--- config.mk ---
export PLATFORM = sky130hd
export DESIGN_NAME = binary_2_7seg
export DESIGN_NICKNAME = d
export VERILOG_FILES = /design/src/rtl/binary_2_7seg_pkg.sv /design/src/rtl/binary_2_7seg_decoder.sv /design/src/rtl/binary_2_7seg.sv
export SDC_FILE = /design/constraint.sdc
export NUM_CORES = 1
export LEC_CHECK = 0
export ABC_CLOCK_PERIOD_IN_PS = 1900
export BUFFER_PORTS_ARGS = -buffer_cell sky130_fd_sc_hd__buf_4
export CAP_MARGIN = 0
export CORE_MARGIN = 5
export CORE_UTILIZATION = 45
export CTS_CLUSTER_SIZE = 12
export DETAILED_ROUTE_END_ITERATION = 16
export SYNTH_ARGS = -nofsm -noshare
export SYNTH_HDL_FRONTEND = slang
export SYNTH_HIERARCHICAL = 1
export SYNTH_SLANG_ARGS = --single-unit
--- constraint.sdc ---
create_clock -name clk -period 1.9 [get_ports clk]
set_input_delay 0.285 -clock clk [delete_from_list [all_inputs] [get_ports clk]]
set_output_delay 0.285 -clock clk [all_outputs]
set_load 0.01 [all_outputs]
--- src/rtl/binary_2_7seg_pkg.sv ---
// Shared types, seven-segment glyph constants and the binary-to-BCD helper.
package binary_2_7seg_pkg;

    typedef logic [3:0] bcd_t;

    typedef struct packed {
        bcd_t hun;
        bcd_t ten;
        bcd_t one;
    } bcd3_t;

    // Active-low glyphs, bit6..bit0 = g..a
    localparam logic [6:0] SEG_0     = 7'b1000000;
    localparam logic [6:0] SEG_1     = 7'b1111001;
    localparam logic [6:0] SEG_2     = 7'b0100100;
    localparam logic [6:0] SEG_3     = 7'b0110000;
    localparam logic [6:0] SEG_4     = 7'b0011001;
    localparam logic [6:0] SEG_5     = 7'b0010010;
    localparam logic [6:0] SEG_6     = 7'b0000010;
    localparam logic [6:0] SEG_7     = 7'b1111000;
    localparam logic [6:0] SEG_8     = 7'b0000000;
    localparam logic [6:0] SEG_9     = 7'b0010000;
    localparam logic [6:0] SEG_BLANK = 7'b1111111;

    // Any digit code above 9 routes the decoder to its blank pattern.
    localparam bcd_t DIGIT_BLANK = 4'hF;

    // Double dabble over an 8-bit input; hundreds never exceeds 2.
    function automatic bcd3_t to_bcd(input logic [7:0] n);
        logic [19:0] s;
        s = {12'd0, n};
        for (int i = 0; i < 8; i++) begin
            if (s[11:8]  >= 4'd5) s[11:8]  = s[11:8]  + 4'd3;
            if (s[15:12] >= 4'd5) s[15:12] = s[15:12] + 4'd3;
            if (s[19:16] >= 4'd5) s[19:16] = s[19:16] + 4'd3;
            s = s << 1;
        end
        return '{hun: s[19:16], ten: s[15:12], one: s[11:8]};
    endfunction

endpackage

--- src/rtl/binary_2_7seg_decoder.sv ---
// Combinational BCD digit to seven-segment decoder; codes 10..15 blank.
module seg7_decoder
    import binary_2_7seg_pkg::*;
#(
    parameter bit SEG_ACTIVE_LOW = 1'b1
) (
    input  bcd_t       digit,
    output logic [6:0] seg
);

    logic [6:0] pat;

    always_comb begin
        pat = SEG_BLANK;
        case (digit)
            4'd0:    pat = SEG_0;
            4'd1:    pat = SEG_1;
            4'd2:    pat = SEG_2;
            4'd3:    pat = SEG_3;
            4'd4:    pat = SEG_4;
            4'd5:    pat = SEG_5;
            4'd6:    pat = SEG_6;
            4'd7:    pat = SEG_7;
            4'd8:    pat = SEG_8;
            4'd9:    pat = SEG_9;
            default: pat = SEG_BLANK;
        endcase
    end

    assign seg = SEG_ACTIVE_LOW ? pat : ~pat;

endmodule

--- src/rtl/binary_2_7seg.sv ---
// 8-bit binary to three seven-segment digits, two-stage pipeline (BCD, then segments).
// Define BINARY_2_7SEG_LEADING_BLANK_EN to blank leading zeros on D2/D1.
module binary_2_7seg
    import binary_2_7seg_pkg::*;
#(
    parameter bit SEG_ACTIVE_LOW = 1'b1
) (
    input  logic       clk,
    input  logic       rst,
    input  logic [7:0] N,
    output logic [6:0] D0,
    output logic [6:0] D1,
    output logic [6:0] D2
);

    localparam int         NUM_DIG   = 3;
    localparam logic [6:0] BLANK_OUT = SEG_ACTIVE_LOW ? SEG_BLANK : ~SEG_BLANK;

    bcd3_t                          bcd_q;
    bcd_t [NUM_DIG-1:0]             dig;
    logic [NUM_DIG-1:0][6:0]        seg_d;
    logic [NUM_DIG-1:0][6:0]        seg_q;

    always_ff @(posedge clk or posedge rst) begin
        if (rst) bcd_q <= '0;
        else     bcd_q <= to_bcd(N);
    end

    // Leading-zero blanking rides on the decoder's out-of-range blank.
    always_comb begin
        dig[0] = bcd_q.one;
        dig[1] = bcd_q.ten;
        dig[2] = bcd_q.hun;
`ifdef BINARY_2_7SEG_LEADING_BLANK_EN
        if (bcd_q.hun == 4'd0) begin
            dig[2] = DIGIT_BLANK;
            if (bcd_q.ten == 4'd0) dig[1] = DIGIT_BLANK;
        end
`endif
    end

    for (genvar g = 0; g < NUM_DIG; g++) begin : g_dec
        seg7_decoder #(.SEG_ACTIVE_LOW(SEG_ACTIVE_LOW)) u_dec (
            .digit (dig[g]),
            .seg   (seg_d[g])
        );
    end

    always_ff @(posedge clk or posedge rst) begin
        if (rst) seg_q <= {NUM_DIG{BLANK_OUT}};
        else     seg_q <= seg_d;
    end

    assign D0 = seg_q[0];
    assign D1 = seg_q[1];
    assign D2 = seg_q[2];

endmodule

# Word level (Yosys, flattened, before mapping)
# Memories as Yosys holds them, arrays and structs flattened. A register that Yosys moved wholly into a read port is not among the register bits.
# Cells that the tools add are included.
[totals] register_bits=12 latchBits=0 mem_bits_rw=0 rom_bits=336 out_inout_bits=21 elab_cells=60 n_memories=3
[classes] addsub=18 mul=0 div_mod_pow=0 magnitude_cmp=18 n_eq_ne=0 shifts=0 n_mux=18 n_bitwise=0 n_reduce_logical=0
[mem_list] name="(no name shown)" words=16 width=7 read_ports=1 rd_clocked_by_memory_dff=1 write_ports=0 line_no="binary_2_7seg_decoder.sv:15" text="case (digit)"
[mem_list] name="(no name shown)" words=16 width=7 read_ports=1 rd_clocked_by_memory_dff=1 write_ports=0 line_no="binary_2_7seg_decoder.sv:15"
[mem_list] name="(no name shown)" words=16 width=7 read_ports=1 rd_clocked_by_memory_dff=1 write_ports=0 line_no="binary_2_7seg_decoder.sv:15"
[op_table] cell="$ge 4x3->1 const B" n=15
[op_table] cell="$mux 4" n=12
[op_table] cell="$add 4x2->4 const B" n=11
[op_table] cell="$mux 3" n=6
[op_table] cell="$add 3x2->3 const B" n=4
[op_table] cell="$add 1x2->3 const B" n=2
[op_table] cell="$ge 1x3->1 const B" n=2
[op_table] cell="$add 1x2->3 const AB" n=1
[op_table] cell="$ge 1x3->1 const AB" n=1

# Logic depth before layout (Yosys ltp)
[logic_depth] ltp_word=14 ltp_mapped=23 mapped_depth_nobuf=22

# Hierarchy
# Netlist, hierarchy kept.
[modules_own_cells] module="binary_2_7seg" instances=1 cells_each=145 area_per_inst_um2=1687.9
[modules_own_cells] module="seg7_decoder" instances=3 cells_each=33 area_per_inst_um2=210.2

# Least setup slack after synthesis
# Ideal clock, no wire load.
[synth_path] path_kind="input-to-reg" startpoint="input N[6]" endpoint="register bcd_q[7] (netlist name)" setup_ns=0.125 arrival_time_ns=4.021 t_required_ns=1.775 slack_ns=-2.246 cell_stages=22 n_path_buf=1 cell_sequence="buf_6 inv_1 ha_1 o21ai_1 xnor2_1 ha_1 nand2b_1 a32oi_4 xnor2_1 inv_1 ha_1 nor2b_1 nor2_1 mux2i_4 ha_1 inv_1 ha_1 a21oi_1 nor2_1 a21oi_1 nor2_1 mux2_4"
[synth_between] elab_chain_len=12 word_cells_on_any_way=30 cone_classes="add/sub (10); order compare (10); mux (10)"
[synth_lines] element="start: declaration" line_no="binary_2_7seg.sv:10" text="input logic [7:0] N,"
[synth_lines] element="$add 4x2->4 / $ge 4x3->1 (equally long branches)" line_no="binary_2_7seg_pkg.sv:33" text="if (s[11:8] >= 4'd5) s[11:8] = s[11:8] + 4'd3;"
[synth_lines] element="$mux 4 *" line_no="binary_2_7seg_pkg.sv:33"
[synth_lines] element="$add 4x2->4, or another cell as far along" line_no="binary_2_7seg_pkg.sv:33"
[synth_lines] element="$mux 4 (on tied branches)" line_no="binary_2_7seg_pkg.sv:33, binary_2_7seg_pkg.sv:34"
[synth_lines] element="$add 4x2->4, or another cell as far along" line_no="binary_2_7seg_pkg.sv:33"
[synth_lines] element="$mux 4 (on tied branches)" line_no="binary_2_7seg_pkg.sv:33, binary_2_7seg_pkg.sv:34"
[synth_lines] element="$add 4x2->4, or another cell as far along" line_no="binary_2_7seg_pkg.sv:33"
[synth_lines] element="$mux 4 (on tied branches)" line_no="binary_2_7seg_pkg.sv:33, binary_2_7seg_pkg.sv:34"
[synth_lines] element="$add 4x2->4, or another cell as far along" line_no="binary_2_7seg_pkg.sv:34" text="if (s[15:12] >= 4'd5) s[15:12] = s[15:12] + 4'd3;"
[synth_lines] element="$mux 4 (on tied branches)" line_no="binary_2_7seg_pkg.sv:34, binary_2_7seg_pkg.sv:33"
[synth_lines] element="$add 4x2->4 / $ge 4x3->1 (equally long branches)" line_no="binary_2_7seg_pkg.sv:34"
[synth_lines] element="$mux 4 *" line_no="binary_2_7seg_pkg.sv:34"
[synth_lines] element="end signal: assignment" line_no="binary_2_7seg.sv:26" text="else bcd_q <= to_bcd(N);"
[synth_lines] element="end: declaration" line_no="binary_2_7seg.sv:19" text="bcd3_t bcd_q;"
# Mark *: on every way between the ends. The rest lies on a longest branch, timed or not.

# Worst setup path in the final report
# Same ends and word-level chain as after synthesis.

==> report_table.html <==
<table>
<tr><th>Metric</th><th>Value</th></tr>
<tr><th colspan="2">CTS</th></tr>
<tr><td>Clock slew seen by the registers of the worst setup and hold paths</td><td>0.06 ns</td></tr>
<tr><td>Clock sink count</td><td>31</td></tr>
<tr><td>Inserted Clock Buffers</td><td>5</td></tr>
<tr><td>Count of hold-fix buffers inserted at cts</td><td>0</td></tr>
<tr><td>Level count of the clock H-tree</td><td>2</td></tr>
<tr><td>Clock latency on the worst-skew pair</td><td>0.28 ns</td></tr>
<tr><td>TritonCTS clock tree</td><td>yes</td></tr>
<tr><td>Clock tree buffer depth</td><td>2</td></tr>
<tr><td>Root buffer selected by CTS</td><td>clkbuf_8</td></tr>
<tr><th colspan="2">Floorplan</th></tr>
<tr><td>Site row count</td><td>26</td></tr>
<tr><td>Core Area</td><td>5042 sq um</td></tr>
<tr><td>Vertical die dimension</td><td>81.78 um</td></tr>
<tr><td>IO Pins</td><td>31</td></tr>
<tr><td>Die Span X</td><td>81.78 um</td></tr>
<tr><td>Starting density of the core</td><td>a little under half</td></tr>
<tr><td>Floorplan die area</td><td>6688 sq um</td></tr>
<tr><th colspan="2">Global route</th></tr>
<tr><td>Remaining Overflow, GRT</td><td>0</td></tr>
<tr><td>Wire length of the first global-routing pass</td><td>7569 um</td></tr>
<tr><td>Initial antenna violation count</td><td>0</td></tr>
<tr><td>Pin count of the biggest net entering global routing</td><td>32</td></tr>
<tr><td>Vias in the first global route</td><td>1748</td></tr>
<tr><td>GRT Util Overall</td><td>about 14%</td></tr>
<tr><th colspan="2">Logic synthesis</th></tr>
<tr><td>Synth area leaders</td><td>dfstp_2 (24%), ha_1 (13%), dfrtp_1 (11%), o21ai_0 (4.7%), nand2b_1 (4.3%)</td></tr>
<tr><td>Gate Count Post-Synth</td><td>about 240</td></tr>
<tr><td>Top cells by instance count after synthesis</td><td>ha_1 (24), nor2_1 (22), o21ai_0 (22), dfstp_2 (21), inv_1 (18)</td></tr>
<tr><td>Synth Warn #</td><td>6</td></tr>
<tr><td>Cell type contributing the most total cell area after synthesis</td><td>dfstp_2</td></tr>
<tr><td>Total standard cell area after synthesis</td><td>2318 sq um</td></tr>
<tr><td>Number of storage elements in the synthesis netlist</td><td>31</td></tr>
<tr><td>Top FF cell, synth</td><td>dfstp_2</td></tr>
<tr><td>Number of distinct library cells after synthesis</td><td>59</td></tr>
<tr><td>Share of synthesized registers carrying an async set or reset</td><td>100.0%</td></tr>
<tr><td>Part of the Yosys area used for sequential elements</td><td>between 30% and 40%</td></tr>
<tr><td>Avg Synthesized Cell Area</td><td>9.502 sq um</td></tr>
<tr><td>Most frequent cell after synthesis</td><td>ha_1</td></tr>
<tr><td>Proportion of netlist area held by the largest area contributor</td><td>about a quarter</td></tr>
<tr><td>Number of synthesized flops with an enable pin</td><td>0</td></tr>
<tr><th colspan="2">Pwr</th></tr>
<tr><td>Part of the total power dissipated in combinational logic</td><td>51.7%</td></tr>
<tr><td>Sequential power share</td><td>around a third</td></tr>
<tr><td>Leak Pwr</td><td>0.001429 uW</td></tr>
<tr><td>Cell Int Power</td><td>2214 uW</td></tr>
<tr><td>VDD IR-drop max</td><td>600.0 uV</td></tr>
<tr><td>Pwr per Cell Area</td><td>1083 nW/um^2</td></tr>
<tr><td>NetSw</td><td>1261 uW</td></tr>
<tr><td>Clk network pwr share</td><td>13.7%</td></tr>
<tr><td>Switching Fraction</td><td>36.28%</td></tr>
<tr><th colspan="2">STA</th></tr>
<tr><td>Final hold vios</td><td>0</td></tr>
<tr><td>Measured slew at the worst slew-check pin</td><td>0.5151 ns</td></tr>
<tr><td>RSZ-0062 raised after global routing</td><td>yes</td></tr>
<tr><td>Setup-violating endpoint count in the final report</td><td>9</td></tr>
<tr><td>Worst Setup Slack, final</td><td>-1.276 ns</td></tr>
<tr><td>Highest Clock Rate</td><td>~0.31 GHz</td></tr>
<tr><td>Max-slew violation count</td><td>0</td></tr>
<tr><td>Min Clock Period, post-route</td><td>3.176 ns</td></tr>
<tr><td>Clock Skew</td><td>0.006640 ns</td></tr>
<tr><td>Worst relative slew slack</td><td>65.49%</td></tr>
<tr><td>Portion of the clock cycle consumed by the worst path in the final layout</td><td>167.1%</td></tr>
<tr><td>Post-Route Hold Slack</td><td>just over 0.07 ns</td></tr>
<tr><th colspan="2">Placed design</th></tr>
<tr><td>Post-placement cell count</td><td>between 300 and 400</td></tr>
<tr><td>Count of buffers from port buffering</td><td>30</td></tr>
<tr><td>Weighted congestion reported at the end of routability-driven placement</td><td>0.8149</td></tr>
<tr><td>Final HPWL from detailed placement</td><td>3308 um</td></tr>
<tr><th colspan="2">Outcome</th></tr>
<tr><td>Violated checks</td><td>negative setup slack</td></tr>
<tr><td>Status</td><td>finished with violations</td></tr>
<tr><th colspan="2">Setup path</th></tr>
<tr><td>Endpoint type of the worst setup path</td><td>flop</td></tr>
<tr><td>CP max FO</td><td>5</td></tr>
<tr><td>Critical Path, Cell by Cell</td><td>buf_8 &gt; inv_6 &gt; ha_4 &gt; o21ai_4 &gt; xnor2_2 &gt; ha_2 &gt; nand2b_4 &gt; a32oi_4 &gt; xnor2_2 &gt; inv_2 &gt; ha_4 &gt; nor2b_4 &gt; nor2_2 &gt; mux2i_4 &gt; ha_2 &gt; inv_2 &gt; ha_4 &gt; a21oi_4 &gt; nor2_2 &gt; a21oi_2 &gt; nor2_1 &gt; mux2_4</td></tr>
<tr><td>Data arrival time of the critical path</td><td>3.34 ns</td></tr>
<tr><td>Buffers &amp; Inverters on Critical Path</td><td>4</td></tr>
<tr><td>Cell repeated most along the worst path</td><td>ha_4</td></tr>
<tr><td>Critical path class</td><td>in -&gt; reg</td></tr>
<tr><td>Critical Path Max Stage Delay</td><td>0.26 ns</td></tr>
<tr><td>Category of the worst setup path launch point</td><td>input port</td></tr>
<tr><td>Data required time at the worst endpoint</td><td>just over 2 ns</td></tr>
<tr><td>Cell class contributing the biggest share of worst-path delay</td><td>adder cells</td></tr>
<tr><td>Highest-delay cell along the critical path</td><td>mux2_4</td></tr>
<tr><th colspan="2">Cells and area</th></tr>
<tr><td>Post-layout utilization of the core</td><td>63.65%</td></tr>
<tr><td>Layout cell share with drive strength beyond 1</td><td>46.54%</td></tr>
<tr><td>Area grow syn2layout</td><td>38.42%</td></tr>
<tr><td>Antenna Diode Count</td><td>0</td></tr>
<tr><td>Layout Nets</td><td>351</td></tr>
<tr><td>Post-route insts no fill</td><td>388</td></tr>
<tr><td>Number of filler cells placed in the layout</td><td>~420</td></tr>
<tr><th colspan="2">Hold path</th></tr>
<tr><td>Worst hold path class</td><td>in -&gt; async</td></tr>
<tr><th colspan="2">Route</th></tr>
<tr><td>Detailed Route Iter0 Violations</td><td>43</td></tr>
<tr><td>Detailed Route WL</td><td>4313 um</td></tr>
<tr><td>Via count</td><td>1904</td></tr>
<tr><td>Number of iterations in the first detailed-routing pass</td><td>4</td></tr>
<tr><td>ANT nets after route</td><td>0</td></tr>
<tr><td>Wire per inst</td><td>about 11 um</td></tr>
<tr><td>Routed vias/inst</td><td>4.907</td></tr>
<tr><td>DRC errors left</td><td>0</td></tr>
<tr><th colspan="2">Job</th></tr>
<tr><td>MaxCap Viol Count</td><td>0</td></tr>
</table>
cells by family after synthesis:
| group | after synthesis | synth area share (%) |
|---|---|---|
| flops | 31 | 34.59 |
| simple gates | 79 | 18.83 |
| other cells | 1 | 0.1617 |
| fa+ha+maj | 24 | 12.95 |
| xor+xnor | 6 | 3.238 |
| buf+inv | 29 | 6.529 |
| compound gates | 68 | 19.97 |
| mux | 6 | 3.724 |
area by class of cell:
class                           count  area [sq um]  share of cell area [%]
Clock buffer                        7         76.32                   2.378
Clock inverter                      1         5.005                  0.1559
Inverter                           18         72.57                   2.261
Multi-Input combinational cell    186          1584                   49.36
Sequential cell                    31         802.0                   24.99
Tap cell                           70         87.58                   2.729
Timing Repair Buffer               75         581.8                   18.13
cells in the final DEF (no fill, tap or decap), types with 3 or more instances in the layout:
cell type,instances
buf_4,71
dfstp_2,21
nor2_1,20
o21ai_0,20
ha_1,18
inv_1,15
nand2b_1,15
nand2_1,12
dfrtp_1,10
a21oi_1,8
a21oi_2,5
o21ai_1,5
clkbuf_8,5
xnor2_2,4
ha_4,4
nor3b_1,3
o211ai_1,3
nor2b_1,3
or2b_1,3
or2_1,3
a31oi_1,3
conb_1,3
buf_6,3
worst paths after layout:
kind | cells after the start | from | to | slack (ns)
worst max register to register | 5 | bcd_q[1]$_DFF_PP0_ | D0[3]$_DFF_PP1_ | 0.63
worst min-delay path | 3 | rst | bcd_q[9]$_DFF_PP0_ | 0.07
worst max-delay path | 22 | N[6] | bcd_q[7]$_DFF_PP0_ | -1.28
max in group asynchronous | 3 | rst | D1[5]$_DFF_PP1_ | 1.51
worst min register to register | 1 | bcd_q[6]$_DFF_PP0_ | D1[3]$_DFF_PP1_ | 0.61
min in group clk | 1 | N[0] | bcd_q[0]$_DFF_PP0_ | 0.12
repair_timing:
item	in CTS	in global routing
buffers inserted	4	1
pin swaps	14	7
endpoints found under the setup margin	9	9
hold endpoints to repair	0	0
gates resized for setup	17	8
sequential cells by signal, summed over array words and instances (netlist names):
signal	flops
D0	7
D1	7
D2	7
bcd_q	10
worst min-delay path: stages:
cell and delay, ns:
buf_4 0.11, inv_1 0.04, buf_4 0.33
through the flow:
step	total power, uW	instance area, sq um	setup slack, ns	setup TNS (ns)
finish	3475	3209	-1.276	-10.50
global placement	2871	2960	-1.662	-13.92
global route	3776	3209	-1.464	-12.11
CTS	3450	3149	-1.257	-10.50
floorplan	2304	2440	-1.796	-14.56
detailed placement	2884	2960	-1.729	-14.60
power by group through the flow:
| stage | logic [uW] | registers [uW] | clock network [uW] |
|---|---|---|---|
| floorplan | 1070 | 1230 | 0 |
| global placement | 1660 | 1210 | 0 |
| detailed placement | 1670 | 1210 | 0 |
| CTS | 1750 | 1200 | 492 |
| global route | 2000 | 1240 | 536 |
| finish | 1800 | 1200 | 477 |
metal layers:
layer / vias to the layer above / wire, um / GRT usage [%] / part of all wire, %
li1: 983 / - / - / -
met1: 879 / 1907 / 17.15 / 44
met2: 36 / 2179 / 25.28 / 51
met3: 6 / 191 / 3.070 / 4.4
met4: 0 / 34 / 4.319 / 0.79
met5: - / 0 / 0 / 0
Power figures use the tool's default switching activity.
